==> config.mk <==
export PLATFORM = sky130hd
export DESIGN_NAME = clock_gate_ctrl
export DESIGN_NICKNAME = d
export VERILOG_FILES = /design/src/rtl/clock_gate_ctrl_pkg.sv /design/src/rtl/clock_gate_ctrl_down_counter.sv /design/src/rtl/clock_gate_ctrl.sv
export SDC_FILE = /design/constraint.sdc
export NUM_CORES = 1
export LEC_CHECK = 0
export CAP_MARGIN = 20
export CORE_ASPECT_RATIO = 1.25
export CORE_MARGIN = 1.5
export CORE_UTILIZATION = 57
export DETAILED_ROUTE_END_ITERATION = 12
export PLACE_DENSITY_LB_ADDON = 0.25
export SYNTH_ARGS = -nofsm -noshare
export SYNTH_HDL_FRONTEND = slang
export SYNTH_SLANG_ARGS = --single-unit
==> constraint.sdc <==
create_clock -name c -period 2.8 [get_ports c]
set_input_delay 0.42 -clock c [delete_from_list [all_inputs] [get_ports c]]
set_output_delay 0.42 -clock c [all_outputs]
set_load 0.02 [all_outputs]
==> src/rtl/clock_gate_ctrl_pkg.sv <==
// Shared definitions for the gated-clock enable controller: state encodings
// and the settle-interval clamp.
package clock_gate_ctrl_pkg;

  typedef enum logic [1:0] {
    ST_OFF   = 2'd0,
    ST_START = 2'd1,
    ST_ON    = 2'd2,
    ST_STOP  = 2'd3
  } cg_state_e;

  // A zero-cycle settle interval is not meaningful; it is clamped up to this.
  localparam int unsigned SETTLE_MIN = 1;

  function automatic int unsigned settle_eff(input int unsigned cycles);
    return (cycles < SETTLE_MIN) ? SETTLE_MIN : cycles;
  endfunction

endpackage

==> src/rtl/clock_gate_ctrl_down_counter.sv <==
// Loadable down-counter with a zero flag; holds at zero rather than wrapping.
module cg_down_counter #(
  parameter int unsigned CNT_W = 8
) (
  input  logic             c,
  input  logic             clr,
  input  logic             load,
  input  logic             dec,
  input  logic [CNT_W-1:0] load_val,
  output logic             zero_c
);

  logic [CNT_W-1:0] count;

  always_ff @(posedge c or posedge clr) begin
    if (clr) begin
      count <= '0;
    end else if (load) begin
      count <= load_val;
    end else if (dec && !zero_c) begin
      count <= count - CNT_W'(1);
    end
  end

  assign zero_c = (count == '0);

endmodule

==> src/rtl/clock_gate_ctrl.sv <==
// Sequences the CE pin of a gated global clock buffer: start/stop on request
// or activity, settle intervals around each CE edge, idle-timeout auto-stop.
module clock_gate_ctrl
  import clock_gate_ctrl_pkg::*;
#(
  parameter int unsigned SETTLE_CYCLES = 4,
  parameter int unsigned IDLE_TIMEOUT  = 16,
  parameter int unsigned CNT_W         = 8
) (
  input  logic c,
  input  logic clr,
  input  logic req_on,
  input  logic wake,
  input  logic busy,
  output logic ce,
  output logic running,
  output logic ack
);

  localparam int unsigned      SETTLE     = settle_eff(SETTLE_CYCLES);
  localparam logic [CNT_W-1:0] SCNT_LOAD  = CNT_W'(SETTLE - 1);
  localparam logic [CNT_W-1:0] IDLE_LIMIT = CNT_W'(IDLE_TIMEOUT);

  cg_state_e        state;
  logic             wake_pend;
  logic [CNT_W-1:0] icnt;

  logic scnt_zero_c;
  logic idle_c;
  logic start_go_c;
  logic stop_go_c;
  logic scnt_load_c;
  logic scnt_dec_c;

  assign idle_c      = !req_on && !busy && !wake;
  assign start_go_c  = (state == ST_OFF) && (req_on || wake || wake_pend);
  assign stop_go_c   = (state == ST_ON) && idle_c && (icnt == IDLE_LIMIT);
  assign scnt_load_c = start_go_c || stop_go_c;
  assign scnt_dec_c  = (state == ST_START) || (state == ST_STOP);

  // Settle interval timer, reloaded on every CE toggle.
  cg_down_counter #(
    .CNT_W (CNT_W)
  ) u_scnt (
    .c        (c),
    .clr      (clr),
    .load     (scnt_load_c),
    .dec      (scnt_dec_c),
    .load_val (SCNT_LOAD),
    .zero_c   (scnt_zero_c)
  );

  // CE only changes on OFF->START and ON->STOP, so it stays glitch-free.
  always_ff @(posedge c or posedge clr) begin
    if (clr) begin
      state     <= ST_OFF;
      ce        <= 1'b0;
      running   <= 1'b0;
      ack       <= 1'b0;
      icnt      <= '0;
      wake_pend <= 1'b0;
    end else begin
      ack <= 1'b0;
      case (state)
        ST_OFF: begin
          if (start_go_c) begin
            state     <= ST_START;
            ce        <= 1'b1;
            wake_pend <= 1'b0;
          end
        end
        ST_START: begin
          if (scnt_zero_c) begin
            state   <= ST_ON;
            running <= 1'b1;
            ack     <= 1'b1;
            icnt    <= '0;
          end
        end
        ST_ON: begin
          if (!idle_c) begin
            icnt <= '0;
          end else if (stop_go_c) begin
            state   <= ST_STOP;
            ce      <= 1'b0;
            running <= 1'b0;
          end else if (icnt != '1) begin
            icnt <= icnt + CNT_W'(1);
          end
        end
        ST_STOP: begin
          // Requests arriving mid-stop are remembered and replayed from OFF.
          if (req_on || wake) begin
            wake_pend <= 1'b1;
          end
          if (scnt_zero_c) begin
            state <= ST_OFF;
            ack   <= 1'b1;
          end
        end
        default: begin
          state <= ST_OFF;
        end
      endcase
    end
  end

endmodule

==> results.toml, run 1 <==
[sta]
setup_viol = 0
drv_slew = 0
finalClockSkew_ns = 0.00297
rsz0062_at_grt = "false"
hold_violations = 0
worst_pin_slew_ns = 0.946
slew_headroom_pct = 36.6
post-route-period-util_pct = 83.5
finalSetupTns_ns = 0
fin_crit_ns = 2.34
fmax_ghz = 0.428

[cells_and_area]
n_fill_cell = 182
diodes = 0
utilization_pct = 66.1
regArea_um2 = 551
final_nets = 158
final_cells = 175
multi_input_area_um2 = 701
syn_to_final_growth_pct = 11.5
drive_above_1_share_pct = 7.64

[placement]
portBuffers = 7
dp_cells = 171
gp_congestion = 0.814
hpwl_um = 1750

[critical_path]
arrival_ns = 2.54
reg2regPathDepth = 6
crit_type = "flip-flop to flip-flop"
cp.required_ns = 3.00
crit_path_start_kind = "flip-flop"
end_kind = "flip-flop"
crit_start = "state[0]"
timing.rr.start = "state[0]"
reg2reg_to = "state[1]"
reg2reg_setup_slack_ns = 0.46
cp-endpoint = "state[1]"
crit_fanout = 8

[clocking]
root_buffer = "clkbuf_4"
postCtsSetupBuffers = 0
cts_resized = 0
numCtsBuffers = 3
insertion_delay_ns = 0.31
clock-sinks = 22
clockBufferDepth = 2
htree_num_levels = 1
cts.clk_slew.worst_paths_ns = 0.13
ctsHoldBuffers = 0
cts_tree = "yes"

[outcome]
status = "completed"

[synthesis]
syn_avg_cell_area_um2 = 9.54
ys_types = 37
syn_area_um2 = 1300
yosys_most_used_dff = "dfrtp_1"
synth-edff-count = 0
ys_seq_area_share_pct = 42.4
async_flop_share_pct = 100
ys_ff_latch = 22
yosys_warnings = 0
syn_inst = 136
syn_nets = 149

[power]
p_clk_share_pct = 41.7
combPwrFrac_pct = 4.3
power_density_nw_per_um2 = 409
swShare_pct = 20.1
p_sw_uw = 119
seqPwrFrac_pct = 54.0
p_int_uw = 472
p_leak_uw = 0.000642
ir_drop_mv = 0.285

[detailed_routing]
top_layer = "met4"
drc = 0
routedWlPerCell_um = 13.5
wl_met3_um = 44
dr.pass1.iters = 4
drt_iter0_drc = 21
met1Wirelength_um = 1060
ant_nets = 0
num_vias = 1003
met2WireLength_um = 1250
viasPerCell = 5.73
routed_wl_um = 2370

[worst_hold_path]
hp-class = "flip-flop to flip-flop"

[die]
die-area_um2 = 2570
die_h_um = 56.3
io-pin-count = 8
row_count = 19
core-area_um2 = 2190
start_util_pct = 59.3
fp.dieW_um = 45.7

[grt]
grt_max_degree = 23
grt_antenna_before_repair = 0
grt_usage_pct = 21.7
grt_pass1_vias = 946
grt_overflow = 0
grt_pass1_wl_um = 4190

[flow_run]
maxCapViolations = 0
cells in the mapped netlist (2+ instances only):
cell type / number / share of area, %
nor3_1: 3 / 1.2
clkbuf_1: 2 / 0.58
nand2_1: 9 / 2.6
a31oi_1: 6 / 2.9
nor2_1: 16 / 4.6
o31ai_1: 4 / 2.3
o21ai_0: 8 / 3.1
ha_1: 8 / 7.7
xor2_1: 6 / 4.1
nand4_1: 2 / 0.96
a21oi_1: 6 / 2.3
and2_1: 2 / 0.96
and4_1: 2 / 1.4
inv_1: 9 / 2.6
nand2b_1: 2 / 0.96
dfrtp_1: 22 / 42
nand3_1: 9 / 3.5
power by group through the flow:
stage	registers [uW]	clock network, uW	logic, uW
final	319	247	25.1
after global routing	320	260	28.8
after CTS	319	252	25.7
after detailed placement	325	0	25.5
after global placement	325	0	24.5
after floorplan	325	0	13.4
routing by layer:
metal,global-route usage (%),up-vias
li1,-,504
met1,27.0,488
met2,36.0,9
met3,3.86,2
met4,8.40,0
met5,0,-
worst max-delay path: stages (launching register included):
cell and delay (ns):
dfrtp_1 0.44, inv_1 0.09, ha_1 0.33, nor4b_4 0.48
nand4_4 0.22, a211oi_2 0.31, mux2_1 0.35
metrics by stage:
step                instance area [um2]  worst slack [ns]  power (uW)  hold WS (ns)
floorplan                          1300             0.768         338         0.409
global placement                   1390             0.390         350         0.507
detailed placement                 1390             0.319         351         0.499
CTS                                1450             0.484         597         0.529
global route                       1450             0.313         609         0.572
finish                             1450             0.462         591         0.530
cell type report:
class / instances / area share, %
inverter: 9 / 2.34
tap: 31 / 2.68
sequential: 22 / 38.1
clock inverter: 1 / 2.08
timing repair buffer: 7 / 4.84
multi-input combinational: 102 / 48.4
clock buffer: 3 / 1.56
logic make-up after synthesis:
family          after synthesis  synth area share (%)
simple gates                 52                  23.3
flops                        22                  42.4
fa+ha+maj                     8                  7.71
xor+xnor                      7                  4.73
buf+inv                      12                  3.57
mux                           2                  1.64
compound gates               33                  16.6
state kept, by name, indices dropped and copies added (netlist names):
register / count
u_scnt.count: 8
ack: 1
state: 2
running: 1
wake_pend: 1
icnt: 8
ce: 1
worst min path at each step:
stage | from | endpoint | slack (ns) | cells after the start
after detailed placement | ce | ce | 0.50 | 2
after global placement | ce | ce | 0.51 | 2
final | ce | ce | 0.53 | 2
after floorplan | clr | ack | 0.41 | 1
after CTS | ce | ce | 0.53 | 2
after global routing | ce | ce | 0.57 | 2
cells in the final DEF, fill, tap and decap left out, types with 4 or more instances in the layout:
master / instances
o21ai_0: 8
inv_1: 9
dfrtp_1: 22
nand2_1: 9
nor2_1: 16
xor2_1: 6
o31ai_1: 4
a21oi_1: 6
a31oi_1: 6
clkdlybuf4s50_1: 7
ha_1: 8
nand3_1: 9
No activity file was read; power rests on OpenSTA's default activity.
==> run 2, diff against run 1 <==
==> constraint.sdc (replaced) <==
create_clock -name c -period 2.25 [get_ports c]
set_input_delay 0.3375 -clock c [delete_from_list [all_inputs] [get_ports c]]
set_output_delay 0.3375 -clock c [all_outputs]
set_load 0.02 [all_outputs]
==> run 2 against run 1 <==
  * Combinational power increased by 38%
  * Count of clock-buffer cells in the layout did not move
  * First-iteration DRC count up 62%
  * Register-to-register slack lost 0.17 ns
  * Clock power is 25% higher
  * Worst setup slack lost 0.17 ns
  * Non-clock buffer count grew 8
  * Maximum frequency rose by 19%
  * Hold slack worse by 0.18 ns
  * Core utilization grew 2.7 points
  * Power is 25% higher
  * Via count grew 5.9%
  * Critical endpoint unchanged
==> results.toml, run 2 (synthesis gave the netlist of run 1 again) <==
[grt]
grt_pass1_vias = 1035
grt_max_degree = 23
grt_antenna_before_repair = 0
grt_overflow = 0
grt_usage_pct = 23.8
grt_pass1_wl_um = 4600

[critical_path]
end_kind = "flip-flop"
crit_start = "state[0]"
crit_path_start_kind = "flip-flop"
timing.rr.start = "state[0]"
reg2regPathDepth = 6
cp-endpoint = "state[1]"
cp.required_ns = 2.46
crit_fanout = 4
arrival_ns = 2.18
reg2reg_setup_slack_ns = 0.29
reg2reg_to = "state[1]"
crit_type = "flip-flop to flip-flop"

[sta]
worst_pin_slew_ns = 0.582
finalSetupTns_ns = 0
finalClockSkew_ns = 0.00156
fin_crit_ns = 1.96
setup_viol = 0
post-route-period-util_pct = 87.2
drv_slew = 0
fmax_ghz = 0.509
hold_violations = 0
rsz0062_at_grt = "false"
slew_headroom_pct = 60.7

[die]
core-area_um2 = 2190
die-area_um2 = 2570
start_util_pct = 59.3
fp.dieW_um = 45.7
io-pin-count = 8
row_count = 19
die_h_um = 56.3

[clocking]
htree_num_levels = 1
clock-sinks = 22
postCtsSetupBuffers = 0
cts_tree = "yes"
numCtsBuffers = 3
ctsHoldBuffers = 0
insertion_delay_ns = 0.31
clockBufferDepth = 2
cts_resized = 0
cts.clk_slew.worst_paths_ns = 0.13
root_buffer = "clkbuf_4"

[detailed_routing]
viasPerCell = 5.80
ant_nets = 0
drc = 0
dr.pass1.iters = 4
routedWlPerCell_um = 14.4
drt_iter0_drc = 34
routed_wl_um = 2630
num_vias = 1062

[placement]
hpwl_um = 1990
dp_cells = 179
gp_congestion = 0.816
portBuffers = 7

[worst_hold_path]
hp-class = "primary input to async pin"

[cells_and_area]
final_common_cell = "dfrtp_1"
utilization_pct = 68.9
top_regs = "icnt (8), u_scnt.count (8), state (2)"
syn_to_final_growth_pct = 16.1
layout_common_cells = "22 x dfrtp_1, 16 x nor2_1, 9 x nand2_1, 9 x nand3_1, 9 x inv_1"
drive_above_1_share_pct = 12.5
final_cells = 183
final_nets = 166
n_fill_cell = 177
diodes = 0

[power]
power_density_nw_per_um2 = 492
p_leak_uw = 0.000680
ir_drop_mv = 0.448

[outcome]
status = "completed"

[flow_run]
maxCapViolations = 0
run 2: power by group:
group          internal [uW]  switching, uW  leakage (uW)
clock                    180            129     0.0000279
combinational           14.8           19.9      0.000361
sequential               396          0.896      0.000291
total                    591            149      0.000680
run 2: final cells by class:
type | count | area [um2] | share of cell area (%)
inverter | 9 | 33.8 | 2.24
multi-input combinational | 102 | 701 | 46.5
sequential | 22 | 551 | 36.5
tap | 31 | 38.8 | 2.57
timing repair buffer | 15 | 130 | 8.64
clock buffer | 3 | 22.5 | 1.50
clock inverter | 1 | 30.0 | 1.99
run 2: routing by layer:
metal / vias to the layer above / wire, um / GRT usage, %
met4: 0 / 34 / 7.56
met2: 20 / 1440 / 41.6
met3: 4 / 61 / 1.93
met5: - / 0 / 0
met1: 522 / 1100 / 29.5
li1: 516 / - / -
run 2: worst min path at each step:
| stage | startpoint | endpoint | slack (ns) |
|---|---|---|---|
| after CTS | clr | icnt[6] | 0.36 |
| after detailed placement | wake_pend | wake_pend | 0.53 |
| final | clr | u_scnt.count[4] | 0.35 |
| after global routing | clr | icnt[3] | 0.37 |
| after global placement | ce | ce | 0.51 |
| after floorplan | clr | ack | 0.33 |
run 2: metrics by stage:
stage	hold WS (ns)	power, uW	setup slack [ns]	cell area (um2)
final	0.350	741	0.287	1510
after global placement	0.510	439	0.166	1450
after global routing	0.369	765	0.127	1510
after detailed placement	0.528	440	0.110	1450
after CTS	0.356	746	0.278	1510
after floorplan	0.327	421	0.218	1300
run 2: critical path, stage by stage (launching register included):
cell and delay [ns]:
dfrtp_1 0.44, inv_1 0.11, ha_1 0.22, inv_1 0.09
o41ai_1 0.59, a211oi_2 0.09, mux2_1 0.33
